<file path="config.mk">
export PLATFORM = sky130hd
export DESIGN_NAME = stage_monitor
export DESIGN_NICKNAME = d
export VERILOG_FILES = /design/src/rtl/stage_monitor_pkg.sv /design/src/rtl/stage_monitor_fifo.sv /design/src/rtl/stage_monitor.sv
export SDC_FILE = /design/constraint.sdc
export NUM_CORES = 1
export LEC_CHECK = 0
export CAP_MARGIN = 30
export CORE_MARGIN = 2
export CORE_UTILIZATION = 45
export CTS_BUF_LIST = sky130_fd_sc_hd__clkbuf_4 sky130_fd_sc_hd__clkbuf_8
export DETAILED_ROUTE_END_ITERATION = 8
export GPL_TIMING_DRIVEN = 0
export PLACE_DENSITY_LB_ADDON = 0.2
export SETUP_SLACK_MARGIN = 0.5
export SLEW_MARGIN = 0
export SYNTH_ARGS = -nofsm -noshare
export SYNTH_HDL_FRONTEND = slang
export SYNTH_SLANG_ARGS = --single-unit
</file>
<file path="constraint.sdc">
create_clock -name wb_clk_i -period 4.2 [get_ports wb_clk_i]
set_clock_uncertainty 0.2 [all_clocks]
set_input_delay 0.63 -clock wb_clk_i [delete_from_list [all_inputs] [get_ports wb_clk_i]]
set_output_delay 0.63 -clock wb_clk_i [all_outputs]
set_load 0.02 [all_outputs]
</file>
<file path="src/rtl/stage_monitor_pkg.sv">
// Shared types for stage_monitor: channel state encoding, event kinds and the
// event record carried through the event FIFO.
package stage_monitor_pkg;

  typedef enum logic [2:0] {
    ST_IDLE    = 3'd0,
    ST_RUN     = 3'd1,
    ST_PASS    = 3'd2,
    ST_FAIL    = 3'd3,
    ST_TIMEOUT = 3'd4
  } chan_state_e;

  typedef enum logic [1:0] {
    EVT_CHANGE  = 2'd0,
    EVT_PASS    = 2'd1,
    EVT_FAIL    = 2'd2,
    EVT_TIMEOUT = 2'd3
  } evt_kind_e;

  localparam int unsigned CHAN_W      = 3;
  // Widest stage code an event record can carry; narrower codes are zero-extended.
  localparam int unsigned STAGE_W_MAX = 16;

  typedef struct packed {
    logic [CHAN_W-1:0]      chan;
    logic [STAGE_W_MAX-1:0] stage;
    evt_kind_e              kind;
  } evt_t;

  function automatic logic is_terminal(chan_state_e s);
    return s inside {ST_PASS, ST_FAIL, ST_TIMEOUT};
  endfunction

endpackage

</file>
<file path="src/rtl/stage_monitor_fifo.sv">
// Synchronous event FIFO (DEPTH must be a power of two, >= 2) with a
// valid/ready read side, a full flag and a synchronous flush.
module stage_monitor_fifo #(
  parameter int unsigned WIDTH = 8,
  parameter int unsigned DEPTH = 4
) (
  input  logic             clk,
  input  logic             rst,
  input  logic             flush,
  input  logic             push,
  input  logic [WIDTH-1:0] din,
  output logic             full,
  output logic             valid,
  input  logic             ready,
  output logic [WIDTH-1:0] dout
);

  localparam int unsigned AW = $clog2(DEPTH);
  localparam logic [AW:0] PTR_ONE = {{AW{1'b0}}, 1'b1};

  logic [WIDTH-1:0] mem [DEPTH];
  logic [AW:0]      wr_ptr;
  logic [AW:0]      rd_ptr;
  logic             pop;
  logic             wr_en;

  assign valid = (wr_ptr != rd_ptr);
  assign full  = (wr_ptr[AW] != rd_ptr[AW]) && (wr_ptr[AW-1:0] == rd_ptr[AW-1:0]);
  assign pop   = valid && ready;
  // A pop in the same cycle frees the slot, so a push into a full FIFO still lands.
  assign wr_en = push && (!full || pop);
  assign dout  = mem[rd_ptr[AW-1:0]];

  always_ff @(posedge clk) begin
    if (rst || flush) begin
      wr_ptr <= '0;
      rd_ptr <= '0;
    end else begin
      if (wr_en) wr_ptr <= wr_ptr + PTR_ONE;
      if (pop)   rd_ptr <= rd_ptr + PTR_ONE;
    end
  end

  always_ff @(posedge clk) begin
    if (wr_en) mem[wr_ptr[AW-1:0]] <= din;
  end

endmodule

</file>
<file path="src/rtl/stage_monitor.sv">
// Multi-channel test-progress monitor: samples stage codes/error flags every
// SAMPLE_DIV cycles, runs a per-channel IDLE/RUN/PASS/FAIL/TIMEOUT machine and
// queues stage-change events. Define STAGE_MON_SYNC_EN to add 2-flop input
// synchronizers for asynchronous stage/error inputs.
module stage_monitor
  import stage_monitor_pkg::*;
#(
  parameter int unsigned         CHANNELS   = 2,
  parameter int unsigned         STAGE_W    = 8,
  parameter logic [STAGE_W-1:0]  START_CODE = {STAGE_W{1'b1}},
  parameter logic [STAGE_W-1:0]  PASS_CODE  = {{(STAGE_W-1){1'b1}}, 1'b0},
  parameter int unsigned         SAMPLE_DIV = 100,
  parameter int unsigned         TIMEOUT_W  = 16,
  parameter int unsigned         FIFO_DEPTH = 4
) (
  input  logic                        wb_clk_i,
  input  logic                        wb_rst_i,
  input  logic [CHANNELS*STAGE_W-1:0] stage_i,
  input  logic [CHANNELS-1:0]         error_i,
  input  logic [TIMEOUT_W-1:0]        timeout_limit_i,
  input  logic                        clear_i,
  output logic [CHANNELS*3-1:0]       state_o,
  output logic                        all_done_o,
  output logic                        all_pass_o,
  output logic                        any_fail_o,
  output logic                        evt_valid_o,
  input  logic                        evt_ready_i,
  output logic [2:0]                  evt_chan_o,
  output logic [STAGE_W-1:0]          evt_stage_o,
  output logic [1:0]                  evt_kind_o,
  output logic                        overflow_o
);

  localparam int unsigned          DIV_W    = (SAMPLE_DIV > 1) ? $clog2(SAMPLE_DIV) : 1;
  localparam logic [DIV_W-1:0]     DIV_LAST = DIV_W'(SAMPLE_DIV - 1);
  localparam logic [DIV_W-1:0]     DIV_ONE  = DIV_W'(1);
  localparam logic [TIMEOUT_W-1:0] TCNT_ONE = TIMEOUT_W'(1);

  logic [DIV_W-1:0]            div_cnt;
  logic                        tick;
  logic [CHANNELS*STAGE_W-1:0] stage_s;
  logic [CHANNELS-1:0]         error_s;
  logic [STAGE_W-1:0]          samp [CHANNELS];

  chan_state_e          state_q      [CHANNELS];
  chan_state_e          state_n      [CHANNELS];
  logic [TIMEOUT_W-1:0] tcnt_q       [CHANNELS];
  logic [TIMEOUT_W-1:0] tcnt_n       [CHANNELS];
  logic [STAGE_W-1:0]   last_q       [CHANNELS];
  evt_kind_e            kind_n       [CHANNELS];
  logic [CHANNELS-1:0]  fire;
  logic [CHANNELS-1:0]  pend_q;
  evt_kind_e            pend_kind_q  [CHANNELS];
  logic [STAGE_W-1:0]   pend_stage_q [CHANNELS];

  logic [CHANNELS-1:0] grant;
  logic                found;
  logic                push;
  evt_t                push_evt;
  evt_t                head;
  logic                fifo_full;
  logic                evt_valid;
  logic                drop;
  logic                overflow_q;

  // Divider keeps running through clear_i so the sample grid never shifts.
  assign tick = (div_cnt == DIV_LAST);

  always_ff @(posedge wb_clk_i) begin
    if (wb_rst_i)  div_cnt <= '0;
    else if (tick) div_cnt <= '0;
    else           div_cnt <= div_cnt + DIV_ONE;
  end

`ifdef STAGE_MON_SYNC_EN
  logic [CHANNELS*STAGE_W-1:0] stage_m1;
  logic [CHANNELS*STAGE_W-1:0] stage_m2;
  logic [CHANNELS-1:0]         error_m1;
  logic [CHANNELS-1:0]         error_m2;

  always_ff @(posedge wb_clk_i) begin
    if (wb_rst_i) begin
      stage_m1 <= '0;
      stage_m2 <= '0;
      error_m1 <= '0;
      error_m2 <= '0;
    end else begin
      stage_m1 <= stage_i;
      stage_m2 <= stage_m1;
      error_m1 <= error_i;
      error_m2 <= error_m1;
    end
  end

  assign stage_s = stage_m2;
  assign error_s = error_m2;
`else
  assign stage_s = stage_i;
  assign error_s = error_i;
`endif

  for (genvar g = 0; g < CHANNELS; g++) begin : g_chan
    assign samp[g]          = stage_s[g*STAGE_W +: STAGE_W];
    assign state_o[g*3 +: 3] = state_q[g];
  end

  // Next state per channel; only committed on a sample tick.
  always_comb begin
    for (int unsigned i = 0; i < CHANNELS; i++) begin
      state_n[i] = state_q[i];
      tcnt_n[i]  = tcnt_q[i];
      fire[i]    = 1'b0;
      kind_n[i]  = EVT_CHANGE;
      case (state_q[i])
        ST_IDLE: begin
          if (error_s[i]) begin
            state_n[i] = ST_FAIL;
            fire[i]    = 1'b1;
            kind_n[i]  = EVT_FAIL;
          end else if (samp[i] == START_CODE) begin
            state_n[i] = ST_RUN;
            tcnt_n[i]  = '0;
            fire[i]    = 1'b1;
          end
        end
        ST_RUN: begin
          if (error_s[i]) begin
            state_n[i] = ST_FAIL;
            fire[i]    = 1'b1;
            kind_n[i]  = EVT_FAIL;
          end else if (samp[i] == PASS_CODE) begin
            state_n[i] = ST_PASS;
            fire[i]    = 1'b1;
            kind_n[i]  = EVT_PASS;
          end else if (samp[i] != last_q[i]) begin
            tcnt_n[i] = '0;
            fire[i]   = 1'b1;
          end else begin
            tcnt_n[i] = tcnt_q[i] + TCNT_ONE;
            if ((timeout_limit_i != '0) && (tcnt_q[i] + TCNT_ONE == timeout_limit_i)) begin
              state_n[i] = ST_TIMEOUT;
              fire[i]    = 1'b1;
              kind_n[i]  = EVT_TIMEOUT;
            end
          end
        end
        default: ;
      endcase
    end
  end

  // A new event on the tick wins over the grant that retires the previous one.
  always_ff @(posedge wb_clk_i) begin
    if (wb_rst_i || clear_i) begin
      for (int unsigned i = 0; i < CHANNELS; i++) begin
        state_q[i]      <= ST_IDLE;
        tcnt_q[i]       <= '0;
        last_q[i]       <= '0;
        pend_q[i]       <= 1'b0;
        pend_kind_q[i]  <= EVT_CHANGE;
        pend_stage_q[i] <= '0;
      end
    end else begin
      for (int unsigned i = 0; i < CHANNELS; i++) begin
        if (grant[i]) pend_q[i] <= 1'b0;
        if (tick) begin
          state_q[i] <= state_n[i];
          tcnt_q[i]  <= tcnt_n[i];
          last_q[i]  <= samp[i];
          if (fire[i]) begin
            pend_q[i]       <= 1'b1;
            pend_kind_q[i]  <= kind_n[i];
            pend_stage_q[i] <= samp[i];
          end
        end
      end
    end
  end

  always_comb begin
    grant    = '0;
    found    = 1'b0;
    push_evt = '0;
    for (int unsigned i = 0; i < CHANNELS; i++) begin
      if (pend_q[i] && !found) begin
        found          = 1'b1;
        grant[i]       = 1'b1;
        push_evt.chan  = CHAN_W'(i);
        push_evt.stage = STAGE_W_MAX'(pend_stage_q[i]);
        push_evt.kind  = pend_kind_q[i];
      end
    end
  end

  assign push = found;
  assign drop = push && fifo_full && !(evt_valid && evt_ready_i);

  stage_monitor_fifo #(
    .WIDTH ($bits(evt_t)),
    .DEPTH (FIFO_DEPTH)
  ) u_fifo (
    .clk   (wb_clk_i),
    .rst   (wb_rst_i),
    .flush (clear_i),
    .push  (push),
    .din   (push_evt),
    .full  (fifo_full),
    .valid (evt_valid),
    .ready (evt_ready_i),
    .dout  (head)
  );

  always_ff @(posedge wb_clk_i) begin
    if (wb_rst_i || clear_i) overflow_q <= 1'b0;
    else if (drop)           overflow_q <= 1'b1;
  end

  assign overflow_o  = overflow_q;
  assign evt_valid_o = evt_valid;
  assign evt_chan_o  = evt_valid ? head.chan : '0;
  assign evt_stage_o = evt_valid ? STAGE_W'(head.stage) : '0;
  assign evt_kind_o  = evt_valid ? head.kind : '0;

  always_comb begin
    all_done_o = 1'b1;
    all_pass_o = 1'b1;
    any_fail_o = 1'b0;
    for (int unsigned i = 0; i < CHANNELS; i++) begin
      if (!is_terminal(state_q[i])) all_done_o = 1'b0;
      if (state_q[i] != ST_PASS)    all_pass_o = 1'b0;
      if (state_q[i] == ST_FAIL || state_q[i] == ST_TIMEOUT) any_fail_o = 1'b1;
    end
  end

endmodule
</file>
==> summary.txt, run 1 <==
Outcome
  – Status: finished, final reports clean

STA
  – Worst-Margin Slew: 0.991 ns
  – Final hold slack: between 0.2 and 0.25 ns
  – Hold Vio Cnt, Final: 0
  – Final number of max-transition violations: 0
  – Final setup viols: 0
  – Crit path time final: 3.57 ns
  – Slack of the critical path: 0.634 ns
  – RSZ-0062 raised after global routing: false
  – Slew HR: 33.9%
  – Fmax: 280 MHz
  – Fin Setup TNS: 0 ns
  – Final Cycle Share: 84.9%

Clock tree
  – CTS tree: yes
  – Clock Path Buffers: 2
  – Root cell of the clock tree: clkbuf_8
  – CTS H-Tree Depth: 4
  – Number of hold buffers added after CTS: 0
  – Clock-pin slew on the worst setup and hold paths: 0.09 ns
  – CTS Buf Count: 17
  – Clock Latency Late Sink: 0.45 ns
  – CTS sink cnt: 136

Worst setup path
  – CP Max Fanout: 10
  – Crit path largest cell delay: a little under 0.6 ns
  – CP delay by family, top: simple AND/OR/NAND/NOR gates
  – WP buf/inv: 1
  – WP data arrival: 3.54 ns
  – Critical path's slowest cell: or4_1
  – WS Path Type: reg2reg
  – Cells along the critical path: ha_1 -> xor2_1 -> a311o_1 -> a211oi_1 -> nand4b_1 -> or4_1 -> or2_1 -> a21oi_2 -> a2bb2oi_4 -> buf_12
  – CP Launch Type: register
  – Crit end category: register
  – WP data required: 4.17 ns

GRT
  – Gr ovfl total: 0
  – Global-route wire length before repair: 27.4 mm
  – Total Routing Usage GR: 19.6%
  – Largest net degree at the start of global routing: 17
  – Antenna violations before repair: 0
  – Vias in the first global route: 5311

Job
  – Max cap viols: 0

Finish
  – Storage cell area: just under 4000 sq um
  – Antenna fix cells: 0
  – Final #Nets: 785
  – Fin util: 54.4%
  – Multi-input gate area: 3530 sq um
  – Final Non-Filler Cells: 972
  – Fin area: 8960 sq um
  – Fillers: 1429
  – Area Growth Syn to Fin: 19.1%
  – Proportion of layout cells with a drive suffix above 1: between 10 and 15%

Place
  – Pre-CTS WS: -0.0207 ns
  – Area after DPL: approximately 8400 sq um
  – Placed Instances: between 900 and 1000
  – Routability cong.: 0.928
  – DPL Wire Length: 12.2 mm
  – Port Buffers: 55

Floorplanning
  – Die ar.: 17800 sq um
  – Core area: 16500 sq um
  – DIE WIDTH: about 130 um
  – Std cell rows: 47
  – Chip height: 133 um
  – Initial core utilization: 45.7%
  – Top-Level Pins: just over 60

Yosys
  – Main area contributors after synthesis: edfxtp_1 47%, xnor2_1 5.1%, dfxtp_1 4.8%
  – Cell with the most instances after synthesis: edfxtp_1
  – Share of the synthesized area in the top cell type: 47.1%
  – Ys Warns: 0
  – Post-synth top area cell: edfxtp_1
  – Cell area after synthesis: 7520 sq um
  – Main synth FF type: edfxtp_1
  – Post-synth EDFFs: 118
  – #FFs+latches synth: 136
  – Unique masters post-synth: 71
  – Synth async-reset ratio: 0%
  – Top post-synthesis cells by count: 118 x edfxtp_1, 79 x nor2_1, 44 x xnor2_1, 34 x xor2_1
  – Cells after Synth: 661
  – Mean Syn Cell Area: 11.4 sq um
  – Sequential share of the synthesized area: approximately half

Detailed routing
  – TritonRoute pass-1 iters: 5
  – Post-route DRC violation count: 0
  – Avg WL per Cell: about 17 um
  – Final WL: roughly 17 mm
  – Total number of vias: about 5400
  – Number of routed nets with antenna violations: 0
  – DRT iter0 DRCs: 427
  – Via density: 5.54

Power
  – Maximum vdd ir drop: 0.179 mV
  – PwrDens: 326 nW/um^2
  – Leakage: between 3 and 4 nW
  – PnR Total Power: 2.92 mW

Worst hold path
  – Worst min-delay path class: reg2reg
-- what timing repair did --
item                       in CTS  in global routing
resized for setup               9                 19
pin swaps                       1                  0
setup buffers                   3                  0
setup endpoints to repair      23                 43
-- final timing paths --
kind	start	endpoint	slack, ns	cells past startpoint
max	tcnt_q[0][1]	pend_stage_q[0][0]	0.63	10
min	div_cnt[0]	div_cnt[0]	0.25	1
max reg2reg	tcnt_q[0][1]	pend_stage_q[0][0]	0.63	10
min reg2reg	div_cnt[0]	div_cnt[0]	0.25	1
-- registers in the layout, summed over array words and instances (netlist names), named ones only --
register,flops
div_cnt,7
tcnt_q,32
pend_stage_q,16
pend_kind_q,4
pend_q,2
last_q,16
overflow_o,1
u_fifo.rd_ptr,3
state_q,6
u_fifo.mem,44
u_fifo.wr_ptr,3
-- cell usage in the layout (no fill, tap or decap), types with 3 or more instances in the layout --
| master | count |
|---|---|
| clkdlybuf4s50_1 | 55 |
| a21oi_2 | 5 |
| buf_1 | 4 |
| dfxtp_1 | 18 |
| mux4_2 | 11 |
| nand3_1 | 28 |
| edfxtp_1 | 118 |
| a22oi_1 | 3 |
| or3_1 | 4 |
| nor4_1 | 12 |
| clkbuf_8 | 17 |
| xnor3_1 | 3 |
| a21boi_2 | 16 |
| xor2_1 | 34 |
| nand2_1 | 28 |
| nor3_1 | 11 |
| clkbuf_1 | 18 |
| buf_2 | 7 |
| a22o_1 | 10 |
| ha_1 | 8 |
| clkbuf_2 | 4 |
| a21oi_1 | 8 |
| buf_4 | 5 |
| inv_8 | 7 |
| nor4_4 | 3 |
| nand4_1 | 15 |
| or2_2 | 3 |
| o21ai_0 | 14 |
| inv_1 | 14 |
| a31oi_1 | 6 |
| o2111ai_1 | 7 |
| nor2b_1 | 18 |
| and2_1 | 10 |
| mux2i_1 | 7 |
| inv_6 | 3 |
| xnor2_1 | 43 |
| nor2_1 | 79 |
| nand2b_1 | 7 |
| and3_1 | 25 |
-- area by class of cell --
class                      count  share of cell area [%]
multi-input combinational    473                    39.3
inverter                      14                   0.586
buffer                        39                    2.12
clock inverter                15                    2.19
timing repair buffer          58                    6.53
clock buffer                  17                    2.61
tap                          220                    3.07
sequential                   136                    43.5
-- layer usage --
layer,global-route usage (%),vias to the layer above,routed length (um)
met1,26.8,2611,7800
met2,31.9,156,8100
li1,-,2604,-
met4,5.50,0,181
met5,0,-,0
met3,3.96,17,712
-- logic make-up after synthesis --
| family | after synthesis | synth area share, % |
|---|---|---|
| AND/OR/NAND/NOR | 267 | 18.7 |
| multiplexers | 18 | 4.22 |
| XOR/XNOR | 83 | 10.6 |
| other | 1 | 0.0498 |
| adder cells (fa/ha/maj) | 8 | 1.33 |
| buffers and inverters | 53 | 3.11 |
| AO/OA/AOI/OAI | 95 | 10.1 |
| flip-flops | 136 | 51.9 |
-- power breakdown --
group / internal [mW] / switching, mW / leakage [nW]
combinational: 0.113 / 0.133 / 1.49
clock: 0.565 / 0.597 / 0.214
sequential: 1.49 / 0.0245 / 1.47
Power figures use the tool's default switching activity.
==> run 2: changes to the inputs <==
==> constraint.sdc (replaced) <==
create_clock -name wb_clk_i -period 3.25 [get_ports wb_clk_i]
set_clock_uncertainty 0.2 [all_clocks]
set_input_delay 0.4875 -clock wb_clk_i [delete_from_list [all_inputs] [get_ports wb_clk_i]]
set_output_delay 0.4875 -clock wb_clk_i [all_outputs]
set_load 0.02 [all_outputs]
==> summary.txt, run 2 (synthesis results as in run 1) <==
Outcome
  – Status: complete, but fails checks
  – Violated checks: setup timing

Finish
  – Fin util: just under 60%
  – Antenna fix cells: 0
  – Final #Nets: 820
  – Proportion of layout cells with a drive suffix above 1: between 20 and 25%
  – Most frequent cells in the layout: 118 x edfxtp_1, 79 x nor2_1, 42 x xnor2_1, 41 x clkdlybuf4s50_1, 34 x xor2_1
  – Area Growth Syn to Fin: 26.5%
  – Final Non-Filler Cells: approximately 1000
  – Most common cell after layout, fill and taps aside: edfxtp_1
  – Max FFs per register: 44

Worst setup path
  – WS Path Type: reg2reg
  – Worst r2r dst: pend_stage_q[0][6]
  – WP data arrival: ~3.4 ns
  – Crit end category: register
  – Crit path largest cell delay: ~0.44 ns
  – CP Max Fanout: 5
  – WP data required: 3.23 ns
  – R2R cell count: 11
  – Cells along the critical path: buf_6 -> nand4_4 -> buf_12 -> nor4_4 -> mux2i_1 -> nand4b_1 -> or4_4 -> or2_4 -> a21oi_4 -> a2bb2oi_4 -> clkbuf_16
  – CP Launch Type: register
  – Flop2flop setup slack: -0.13 ns
  – Critical path's slowest cell: or4_4
  – Worst reg2reg startpoint: tcnt_q[0][5]

GRT
  – Vias in the first global route: 5592
  – M2 GR Usage: between 30 and 40%
  – Gr ovfl total: 0
  – Met3 GRT Util: 3.50%
  – Largest net degree at the start of global routing: 17
  – Total Routing Usage GR: about a fifth
  – Met1 GRT Util: 28.0%
  – Global-route wire length before repair: 29.2 mm
  – Busiest metal layer after global routing: met2
  – Antenna violations before repair: 0

STA
  – Final hold slack: 0.259 ns
  – Worst-Margin Slew: 0.763 ns
  – Fin Setup TNS: -1.32 ns
  – Final number of max-transition violations: 0
  – Fmax: approximately 300 MHz
  – Hold Vio Cnt, Final: 0
  – Final Cycle Share: 104%
  – Slew HR: 48.9%
  – Final setup viols: 13
  – Slack of the critical path: -0.126 ns
  – RSZ-0062 raised after global routing: true
  – Crit path time final: 3.38 ns

Power
  – Leakage: 3.55 nW
  – PnR Total Power: about 3.7 mW
  – PwrDens: 390 nW/um^2
  – Maximum vdd ir drop: roughly 0.20 mV

Floorplanning
  – Core area: approximately 16000 sq um
  – DIE WIDTH: 133 um
  – Chip height: 133 um
  – Std cell rows: 47
  – Initial core utilization: 45.7%
  – Top-Level Pins: 62
  – Die ar.: between 15000 and 20000 sq um

Clock tree
  – Clock Path Buffers: 2
  – CTS sink cnt: around 140
  – Number of hold buffers added after CTS: 0
  – CTS Buf Count: 17
  – CTS tree: yes
  – CTS H-Tree Depth: 4
  – Clock Latency Late Sink: approximately 0.46 ns
  – Clock-pin slew on the worst setup and hold paths: 0.09 ns
  – Root cell of the clock tree: clkbuf_8

Job
  – Max cap viols: 0

Detailed routing
  – Total number of vias: 5551
  – Via density: 5.51
  – Avg WL per Cell: around 18 um
  – Number of routed nets with antenna violations: 0
  – DRT iter0 DRCs: 306
  – TritonRoute pass-1 iters: 5
  – Final WL: approximately 18 mm
  – Post-route DRC violation count: 0

Worst hold path
  – HP Start: div_cnt[0]
  – Worst Hold Depth: 1
  – Worst min-delay path class: reg2reg
  – Sink of the worst hold path: div_cnt[0]

Place
  – Placed Instances: between 900 and 1000
  – DPL Wire Length: 12.8 mm
  – Port Buffers: between 50 and 60
  – Routability cong.: 0.851
run 2: changes by cell type in the layout (fill, tap and decap cells not counted), moves of 7 or more:
cell	delta
buf_4	+28
buf_6	+8
clkbuf_1	-7
clkdlybuf4s50_1	-14
dlygate4sd2_1	+12
run 2: worst max-delay path by stage:
stage | from | to | slack [ns] | cells after the start
floorplan | tcnt_q[0][5] | pend_kind_q[0][0] | 0.10 | 9
global placement | timeout_limit_i[8] | pend_stage_q[0][2] | -0.50 | 9
detailed placement | timeout_limit_i[11] | pend_stage_q[0][10] | -0.49 | 10
CTS | tcnt_q[0][4] | pend_stage_q[0][7] | -0.14 | 11
global route | tcnt_q[0][5] | pend_kind_q[0][0] | -0.21 | 11
finish | tcnt_q[0][5] | pend_stage_q[0][6] | -0.13 | 11
run 2: report_power, final:
part           internal [mW]  total (mW)  switching, mW
clock network          0.640        1.39          0.755
registers               1.92        1.96         0.0333
logic                  0.172       0.363          0.190
run 2: through the flow:
stage	cell area [sq um]	worst slack (ns)
global placement	8540	-0.502
CTS	9400	-0.142
detailed placement	8570	-0.491
finish	9520	-0.126
global route	9520	-0.208
floorplan	7720	0.100
run 2: layout make-up:
cell class	instances	area, sq um
well taps	220	275
repair buffers	93	901
clock buffers	17	234
fillers	1373	6950
multi-input cells	473	3710
flip-flops and latches	136	3910
inverters	14	52.6
plain buffers	39	288
clock inverters	15	154
run 2: timing repair:
action | in CTS | in global routing
resized for setup | 63 | 20
pin swaps | 17 | 8
endpoints found under the setup margin | 76 | 121
buffers inserted | 24 | 10
gates cloned | 2 | 0
run 2: per-layer routing:
layer	share of wire (%)	up-vias
met2	49	131
met3	3.8	27
met5	0	-
li1	-	2683
met1	46	2710
met4	1.6	0
run 2: worst max-delay path, delay by kind of cell (launching register included):
family	cells	cell delay (ns)
simple gates	5	1.29
buf+inv	3	0.50
mux	1	0.37
flops	1	0.35
compound gates	2	0.39
